[src/rtl/lcd_pkg.sv]
// Shared definitions for the HD44780-style text driver: FSM encodings,
// controller command bytes and small byte-selection helpers.
package lcd_pkg;

    typedef enum logic [2:0] {
        ST_POWERUP,
        ST_INIT,
        ST_IDLE,
        ST_ADDR1,
        ST_LINE1,
        ST_ADDR2,
        ST_LINE2
    } lcd_state_e;

    typedef enum logic [1:0] {
        PH_IDLE,
        PH_SETUP,
        PH_ENABLE,
        PH_WAIT
    } wr_phase_e;

    localparam logic [7:0] CMD_FUNCTION_SET = 8'h38;  // 8-bit bus, 2 lines, 5x8 font
    localparam logic [7:0] CMD_DISPLAY_ON   = 8'h0C;
    localparam logic [7:0] CMD_ENTRY_MODE   = 8'h06;
    localparam logic [7:0] CMD_CLEAR        = 8'h01;
    localparam logic [7:0] CMD_LINE1_ADDR   = 8'h80;
    localparam logic [7:0] CMD_LINE2_ADDR   = 8'hC0;

    localparam int INIT_LEN = 4;

    function automatic logic [7:0] init_cmd(input logic [1:0] idx);
        logic [7:0] cmd;
        case (idx)
            2'd0:    cmd = CMD_FUNCTION_SET;
            2'd1:    cmd = CMD_DISPLAY_ON;
            2'd2:    cmd = CMD_ENTRY_MODE;
            default: cmd = CMD_CLEAR;
        endcase
        return cmd;
    endfunction

    // Character idx counts from the left; the leftmost char sits in the top byte.
    function automatic logic [7:0] char_at(input logic [127:0] line, input logic [3:0] idx);
        logic [127:0] shifted;
        shifted = line << {idx, 3'b000};
        return shifted[127:120];
    endfunction

    function automatic int max4(input int a, input int b, input int c, input int d);
        int m;
        m = a;
        if (b > m) m = b;
        if (c > m) m = c;
        if (d > m) m = d;
        return m;
    endfunction

endpackage

[src/rtl/lcd_byte_writer.sv]
// Sends one byte on the LCD bus: one setup cycle, EN_CYC cycles with enable
// high, then a post-byte wait (long when long_wait was set at start).
module lcd_byte_writer
    import lcd_pkg::*;
#(
    parameter int EN_CYC         = 25,
    parameter int WAIT_CYC       = 2500,
    parameter int CLEAR_WAIT_CYC = 100000,
    parameter int CNT_W          = 20
) (
    input  logic       clk,
    input  logic       reset,
    input  logic       start,
    input  logic       regsel,
    input  logic [7:0] data,
    input  logic       long_wait,
    output logic       busy,
    output logic       done,
    output logic       lcd_regsel,
    output logic       lcd_enable,
    output logic [7:0] lcd_data
);

    localparam logic [CNT_W-1:0] EN_LAST    = CNT_W'(EN_CYC - 1);
    localparam logic [CNT_W-1:0] WAIT_LAST  = CNT_W'(WAIT_CYC - 1);
    localparam logic [CNT_W-1:0] CLEAR_LAST = CNT_W'(CLEAR_WAIT_CYC - 1);

    wr_phase_e        phase_q, phase_d;
    logic [CNT_W-1:0] cnt_q, cnt_d;
    logic             regsel_q, regsel_d;
    logic [7:0]       data_q, data_d;
    logic             long_q, long_d;
    logic [CNT_W-1:0] wait_last;

    // NOTE: sequential state uses non-blocking assignments only; the async
    // clear is what drops lcd_enable the moment reset rises.
    always_ff @(posedge clk or posedge reset) begin
        if (reset) begin
            phase_q  <= PH_IDLE;
            cnt_q    <= '0;
            regsel_q <= 1'b0;
            data_q   <= 8'h00;
            long_q   <= 1'b0;
        end else begin
            phase_q  <= phase_d;
            cnt_q    <= cnt_d;
            regsel_q <= regsel_d;
            data_q   <= data_d;
            long_q   <= long_d;
        end
    end

    assign wait_last = long_q ? CLEAR_LAST : WAIT_LAST;
    assign done      = (phase_q == PH_WAIT) && (cnt_q == wait_last);

    // NOTE: every variable gets a default first so no latch is inferred.
    always_comb begin
        phase_d  = phase_q;
        cnt_d    = cnt_q;
        regsel_d = regsel_q;
        data_d   = data_q;
        long_d   = long_q;
        case (phase_q)
            PH_SETUP: begin
                phase_d = PH_ENABLE;
                cnt_d   = '0;
            end
            PH_ENABLE: begin
                if (cnt_q == EN_LAST) begin
                    phase_d = PH_WAIT;
                    cnt_d   = '0;
                end else begin
                    cnt_d = cnt_q + 1'b1;
                end
            end
            PH_WAIT: begin
                if (done) begin
                    phase_d = PH_IDLE;
                    cnt_d   = '0;
                end else begin
                    cnt_d = cnt_q + 1'b1;
                end
            end
            default: ;
        endcase
        // A start in the final wait cycle chains bytes with no idle gap.
        if (start) begin
            phase_d  = PH_SETUP;
            cnt_d    = '0;
            regsel_d = regsel;
            data_d   = data;
            long_d   = long_wait;
        end
    end

    assign busy       = (phase_q != PH_IDLE);
    assign lcd_enable = (phase_q == PH_ENABLE);
    assign lcd_regsel = regsel_q;
    assign lcd_data   = data_q;

endmodule

[src/rtl/lcd_text_driver.sv]
// Two-line 16x2 text driver: power-up wait, controller init, then on print
// writes both latched lines through lcd_byte_writer.
module lcd_text_driver
    import lcd_pkg::*;
#(
    parameter int POWERUP_CYC    = 750000,
    parameter int EN_CYC         = 25,
    parameter int WAIT_CYC       = 2500,
    parameter int CLEAR_WAIT_CYC = 100000
) (
    input  logic         clk,
    input  logic         reset,
    input  logic         print,
    input  logic [127:0] topline,
    input  logic [127:0] bottomline,
    output logic         available,
    output logic         lcd_regsel,
    output logic         lcd_read,
    output logic         lcd_enable,
    output logic [7:0]   lcd_data
);

    localparam int CNT_W = $clog2(max4(POWERUP_CYC, EN_CYC, WAIT_CYC, CLEAR_WAIT_CYC) + 1);
    localparam logic [CNT_W-1:0] PU_LAST = CNT_W'(POWERUP_CYC - 1);

    lcd_state_e       state_q, state_d;
    logic [CNT_W-1:0] pu_cnt_q, pu_cnt_d;
    logic [1:0]       init_idx_q, init_idx_d;
    logic [3:0]       idx_q, idx_d;
    logic [127:0]     top_q, top_d;
    logic [127:0]     bot_q, bot_d;

    logic       launch;
    logic       wr_regsel;
    logic [7:0] wr_data;
    logic       wr_long;
    logic       wr_busy;
    logic       wr_done;

    always_ff @(posedge clk or posedge reset) begin
        if (reset) begin
            state_q    <= ST_POWERUP;
            pu_cnt_q   <= '0;
            init_idx_q <= '0;
            idx_q      <= '0;
            top_q      <= '0;
            bot_q      <= '0;
        end else begin
            state_q    <= state_d;
            pu_cnt_q   <= pu_cnt_d;
            init_idx_q <= init_idx_d;
            idx_q      <= idx_d;
            top_q      <= top_d;
            bot_q      <= bot_d;
        end
    end

    // Position advances on writer done; launch starts the next byte in that
    // same cycle so back-to-back bytes have no gap.
    always_comb begin
        state_d    = state_q;
        pu_cnt_d   = pu_cnt_q;
        init_idx_d = init_idx_q;
        idx_d      = idx_q;
        top_d      = top_q;
        bot_d      = bot_q;
        launch     = 1'b0;
        case (state_q)
            ST_POWERUP: begin
                if (pu_cnt_q == PU_LAST) begin
                    state_d    = ST_INIT;
                    pu_cnt_d   = '0;
                    init_idx_d = '0;
                    launch     = 1'b1;
                end else begin
                    pu_cnt_d = pu_cnt_q + 1'b1;
                end
            end
            ST_INIT: begin
                if (wr_done) begin
                    if (init_idx_q == 2'(INIT_LEN - 1)) begin
                        state_d    = ST_IDLE;
                        init_idx_d = '0;
                    end else begin
                        init_idx_d = init_idx_q + 1'b1;
                        launch     = 1'b1;
                    end
                end
            end
            ST_IDLE: begin
                if (print && !wr_busy) begin
                    state_d = ST_ADDR1;
                    top_d   = topline;
                    bot_d   = bottomline;
                    launch  = 1'b1;
                end
            end
            ST_ADDR1: begin
                if (wr_done) begin
                    state_d = ST_LINE1;
                    idx_d   = '0;
                    launch  = 1'b1;
                end
            end
            ST_LINE1: begin
                if (wr_done) begin
                    if (idx_q == 4'd15) begin
                        state_d = ST_ADDR2;
                        idx_d   = '0;
                    end else begin
                        idx_d = idx_q + 1'b1;
                    end
                    launch = 1'b1;
                end
            end
            ST_ADDR2: begin
                if (wr_done) begin
                    state_d = ST_LINE2;
                    idx_d   = '0;
                    launch  = 1'b1;
                end
            end
            ST_LINE2: begin
                if (wr_done) begin
                    if (idx_q == 4'd15) begin
                        state_d = ST_IDLE;
                        idx_d   = '0;
                    end else begin
                        idx_d  = idx_q + 1'b1;
                        launch = 1'b1;
                    end
                end
            end
            default: state_d = ST_POWERUP;
        endcase
    end

    // The byte offered to the writer belongs to the position being entered.
    always_comb begin
        available = (state_q == ST_IDLE);
        wr_regsel = 1'b0;
        wr_data   = 8'h00;
        wr_long   = 1'b0;
        case (state_d)
            ST_INIT: begin
                wr_data = init_cmd(init_idx_d);
                wr_long = (init_cmd(init_idx_d) == CMD_CLEAR);
            end
            ST_ADDR1: wr_data = CMD_LINE1_ADDR;
            ST_LINE1: begin
                wr_regsel = 1'b1;
                wr_data   = char_at(top_q, idx_d);
            end
            ST_ADDR2: wr_data = CMD_LINE2_ADDR;
            ST_LINE2: begin
                wr_regsel = 1'b1;
                wr_data   = char_at(bot_q, idx_d);
            end
            default: ;
        endcase
    end

    lcd_byte_writer #(
        .EN_CYC        (EN_CYC),
        .WAIT_CYC      (WAIT_CYC),
        .CLEAR_WAIT_CYC(CLEAR_WAIT_CYC),
        .CNT_W         (CNT_W)
    ) u_writer (
        .clk       (clk),
        .reset     (reset),
        .start     (launch),
        .regsel    (wr_regsel),
        .data      (wr_data),
        .long_wait (wr_long),
        .busy      (wr_busy),
        .done      (wr_done),
        .lcd_regsel(lcd_regsel),
        .lcd_enable(lcd_enable),
        .lcd_data  (lcd_data)
    );

    assign lcd_read = 1'b0;

endmodule
[config.mk]
export PLATFORM = sky130hd
export DESIGN_NAME = lcd_text_driver
export DESIGN_NICKNAME = d
export VERILOG_FILES = /design/src/rtl/lcd_pkg.sv /design/src/rtl/lcd_byte_writer.sv /design/src/rtl/lcd_text_driver.sv
export SDC_FILE = /design/constraint.sdc
export NUM_CORES = 1
export LEC_CHECK = 0
export ABC_CLOCK_PERIOD_IN_PS = 13800
export CELL_PAD_IN_SITES_DETAIL_PLACEMENT = 1
export CELL_PAD_IN_SITES_GLOBAL_PLACEMENT = 1
export CORE_AREA = 4 4 210 192
export CTS_BUF_LIST = sky130_fd_sc_hd__clkbuf_8
export CTS_CLUSTER_SIZE = 10
export DETAILED_ROUTE_END_ITERATION = 7
export DIE_AREA = 0 0 214 196
export PLACE_DENSITY = 0.83
export SLEW_MARGIN = 15
export SYNTH_ARGS = -nofsm -noshare
export SYNTH_HDL_FRONTEND = slang
export SYNTH_SLANG_ARGS = --single-unit
[constraint.sdc]
create_clock -name clk -period 13.8 [get_ports clk]
set_input_delay 3.45 -clock clk [delete_from_list [all_inputs] [get_ports clk]]
set_output_delay 3.45 -clock clk [all_outputs]
set_load 0.01 [all_outputs]
==> impl_metrics.py <==
metrics = {
    "power_and_ir_drop": {
        "combinationalPowerShare": 0.052,
        "power_per_cell_area_nw_per_um2": 98.28,
        "cell_internal_pwr_uw": 1487,
        "power.sequential.fraction": 0.483,
        "p_leak_uw": 0.01032,
        "vdd_drop_max_mv": 0.04593,
        "power.switching_uw": 439.1,
        "switching_share": 0.2279,
        "clock_power_share": 0.465,
    },
    "synthesis": {
        "ys_seq_elements": 317,
        "syn_area_um2": 15420,
        "seq_area_frac_synth": 0.5143,
        "synth_warnings": 0,
        "synth_enable_flop_cells": 0,
        "post_synth_top_flop": "sky130_fd_sc_hd__dfrtp_1",
        "avgSynthCellArea_um2": 8.406,
        "synth.net_count": 2104,
        "synth_cells": 1835,
        "ys_types": 73,
        "synthArstFlopShare": 1.000,
    },
    "grt": {
        "first_global_vias": 15192,
        "grt_antenna_before_repair": 1,
        "grt.overflow.total": 0,
        "grt_pass1_wl_um": 84680,
        "track_usage": 0.2507,
        "maximum_number_of_pins_on_one_net_before_global_route_repair": 258,
    },
    "detailed_routing": {
        "via_per_inst": 5.456,
        "drt-pass1-iter-count": 5,
        "ant_nets": 0,
        "dr_total_vias": 14185,
        "avgRoutedWirePerCell_um": 20.69,
        "drcViolationCount": 0,
        "totalWireLength_um": 53790,
        "starting_drc_count_in_detailed_routing": 1006,
    },
    "sta": {
        "skew_ns": 0.03990,
        "finalHoldViolations": 0,
        "report.final.setup_viol": 0,
        "grt_setup_unrepaired": "false",
        "setup_tns_final_ns": 0,
        "max-slew-margin-rel": 0.1031,
        "period_needed_ns": 7.293,
        "finalCritPeriodShare": 0.5285,
        "worst-slew-pin-transition_ns": 1.345,
        "worst_hold_slack_ns": 0.4742,
        "slew_violations": 0,
        "max_freq_mhz": 137.1,
    },
    "worst_setup_path": {
        "crit_path_capture_type": "flop",
        "criticalPathCategory": "input pin to flop",
        "cp-start-kind": "input pin",
        "crit_fanout": 257,
        "worst_ep_required_time_ns": 14.37,
        "cp.arrival_ns": 7.86,
    },
    "floorplan": {
        "num_rows": 68,
        "ios": 271,
        "die-width_um": 214,
        "effective_utilization_at_floorplan": 0.4056,
        "chipHeight_um": 196,
        "fp.dieArea_um2": 41940,
        "core_area_um2": 38030,
    },
    "final_layout": {
        "layout_commonest_cell": "sky130_fd_sc_hd__nand2_1",
        "finalNetCount": 2338,
        "final_core_util": 0.5154,
        "mostFrequentLayoutCells": "sky130_fd_sc_hd__nand2_1, sky130_fd_sc_hd__dfrtp_1, sky130_fd_sc_hd__clkdlybuf4s50_1",
        "layout-drive-gt1-share": 0.05545,
        "fillCellCount": 4525,
        "instances_no_fill": 2600,
        "n_antenna_cell": 0,
        "area_delta_synth_final_pct": 27.09,
    },
    "cts": {
        "cts-htree-levels": 2,
        "cts_buffers": 53,
        "clock_latency_ns": 0.63,
        "clock_tree.root_cell": "sky130_fd_sc_hd__clkbuf_8",
        "cts_resizes": 0,
        "maximum_root_to_sink_buffer_count": 3,
        "tritoncts": "yes",
        "post_cts_buffers": 0,
        "clk_transition_reported_paths_ns": 0.07,
        "cts.hold.buffers_added": 0,
        "cts_num_sinks": 317,
    },
    "place": {
        "place.detailed.hpwl_um": 38020,
        "post-place-cells": 2504,
        "gp_congestion": 0.8504,
        "io_buffers": 269,
    },
    "min_path": {
        "hold_class": "flop to flop",
    },
    "run_status": {
        "status": "complete, no violations",
    },
    "run": {
        "max_cap_violations": 0,
    },
}
## registers in the layout, summed over array words and instances, names as in the netlist
signal               count
bot_q                  128
top_q                  128
pu_cnt_q                20
u_writer.cnt_q          20
u_writer.lcd_data        8
idx_q                    4
state_q                  3
init_idx_q               2
u_writer.phase_q         2
u_writer.lcd_regsel      1
u_writer.long_q          1
## final timing paths
check                                         from                   end  slack (ns)  cells past startpoint
min in group asynchronous                    reset          pu_cnt_q[12]        3.40                      2
worst min register to register           top_q[49]             top_q[49]        0.47                      2
worst max-delay path                         print  u_writer.lcd_data[2]        6.51                     13
worst max register to register  u_writer.cnt_q[17]  u_writer.lcd_data[2]        8.47                     12
worst min-delay path                     top_q[49]             top_q[49]        0.47                      2
max in group asynchronous                    reset             bot_q[75]        8.34                      4
## cell families (layout without fill, tap and decap cells)
kind of cell,after synthesis,count (layout),share of synthesized area
and+or+nand+nor,1064,1064,0.2802
DFF,317,317,0.5143
AOI/OAI and AO/OA,213,213,0.09726
buffers and inverters,126,401,0.03399
muxes,81,81,0.05289
xor gates and xnor gates,23,23,0.01306
adders and majority gates,10,10,0.008112
other,1,1,0.0002431
## per-layer routing
metal  vias up  share of wire  GRT usage
li1       6544              -          -
met1      7131           0.42     0.3322
met2       405           0.48     0.4235
met3       103          0.055    0.03686
met4         2          0.035    0.08836
met5         -        0.00024          0
## worst max-delay path, stage by stage
cell and delay [ns]:
sky130_fd_sc_hd__clkdlybuf4s50_1 0.54, sky130_fd_sc_hd__nand4_1 0.17, sky130_fd_sc_hd__buf_12 0.29, sky130_fd_sc_hd__o21a_1 0.24
sky130_fd_sc_hd__o211a_1 0.17, sky130_fd_sc_hd__o211ai_4 0.09, sky130_fd_sc_hd__buf_4 0.84, sky130_fd_sc_hd__buf_4 0.74
sky130_fd_sc_hd__mux2i_1 0.17, sky130_fd_sc_hd__a221oi_1 0.53, sky130_fd_sc_hd__nor2_1 0.11, sky130_fd_sc_hd__a311o_1 0.33
sky130_fd_sc_hd__nand3_1 0.10
## power groups by stage
stage	Clock [µW]	Sequential, µW	Combinational [µW]
3_5_place_dp	0	946	101
3_3_place_gp	0	946	101
2_1_floorplan	0	947	14.6
5_1_grt	956	929	107
4_1_cts	910	930	102
6_report	897	930	100
## metrics by stage
stage	area (µm²)	setup slack [ns]	total power (µW)
final	19600	6.507	1927
after global routing	19600	6.190	1992
after global placement	18450	5.948	1047
after floorplan	15420	1.579	961.6
after detailed placement	18450	5.762	1048
after CTS	19590	6.398	1941
## final cells by class
type                            instances  area [µm²]  share of cell area
Tap cell                              490       613.1             0.03128
Multi-Input combinational cell       1392        6997              0.3569
Clock buffer                           70       963.4             0.04915
Sequential cell                       317        7933              0.4047
Clock inverter                         26       177.7            0.009064
Inverter                               18       75.07            0.003830
Timing Repair Buffer                  287        2844              0.1451
## Yosys cell counts, drive strengths merged (15+ instances only)
library cell  number  area, µm²
a211oi            22      170.2
a21oi             30      150.1
and3              26      162.7
buf               23      137.6
clkbuf            85      319.1
dfrtp            317       7933
inv               18      67.56
mux2i             77      770.7
nand2            866       3251
nand3             39      195.2
nor2              59      221.5
nor3              17      85.08
o21ai             47      235.2
o22ai             15      93.84
(Power assumes the default switching activity.)
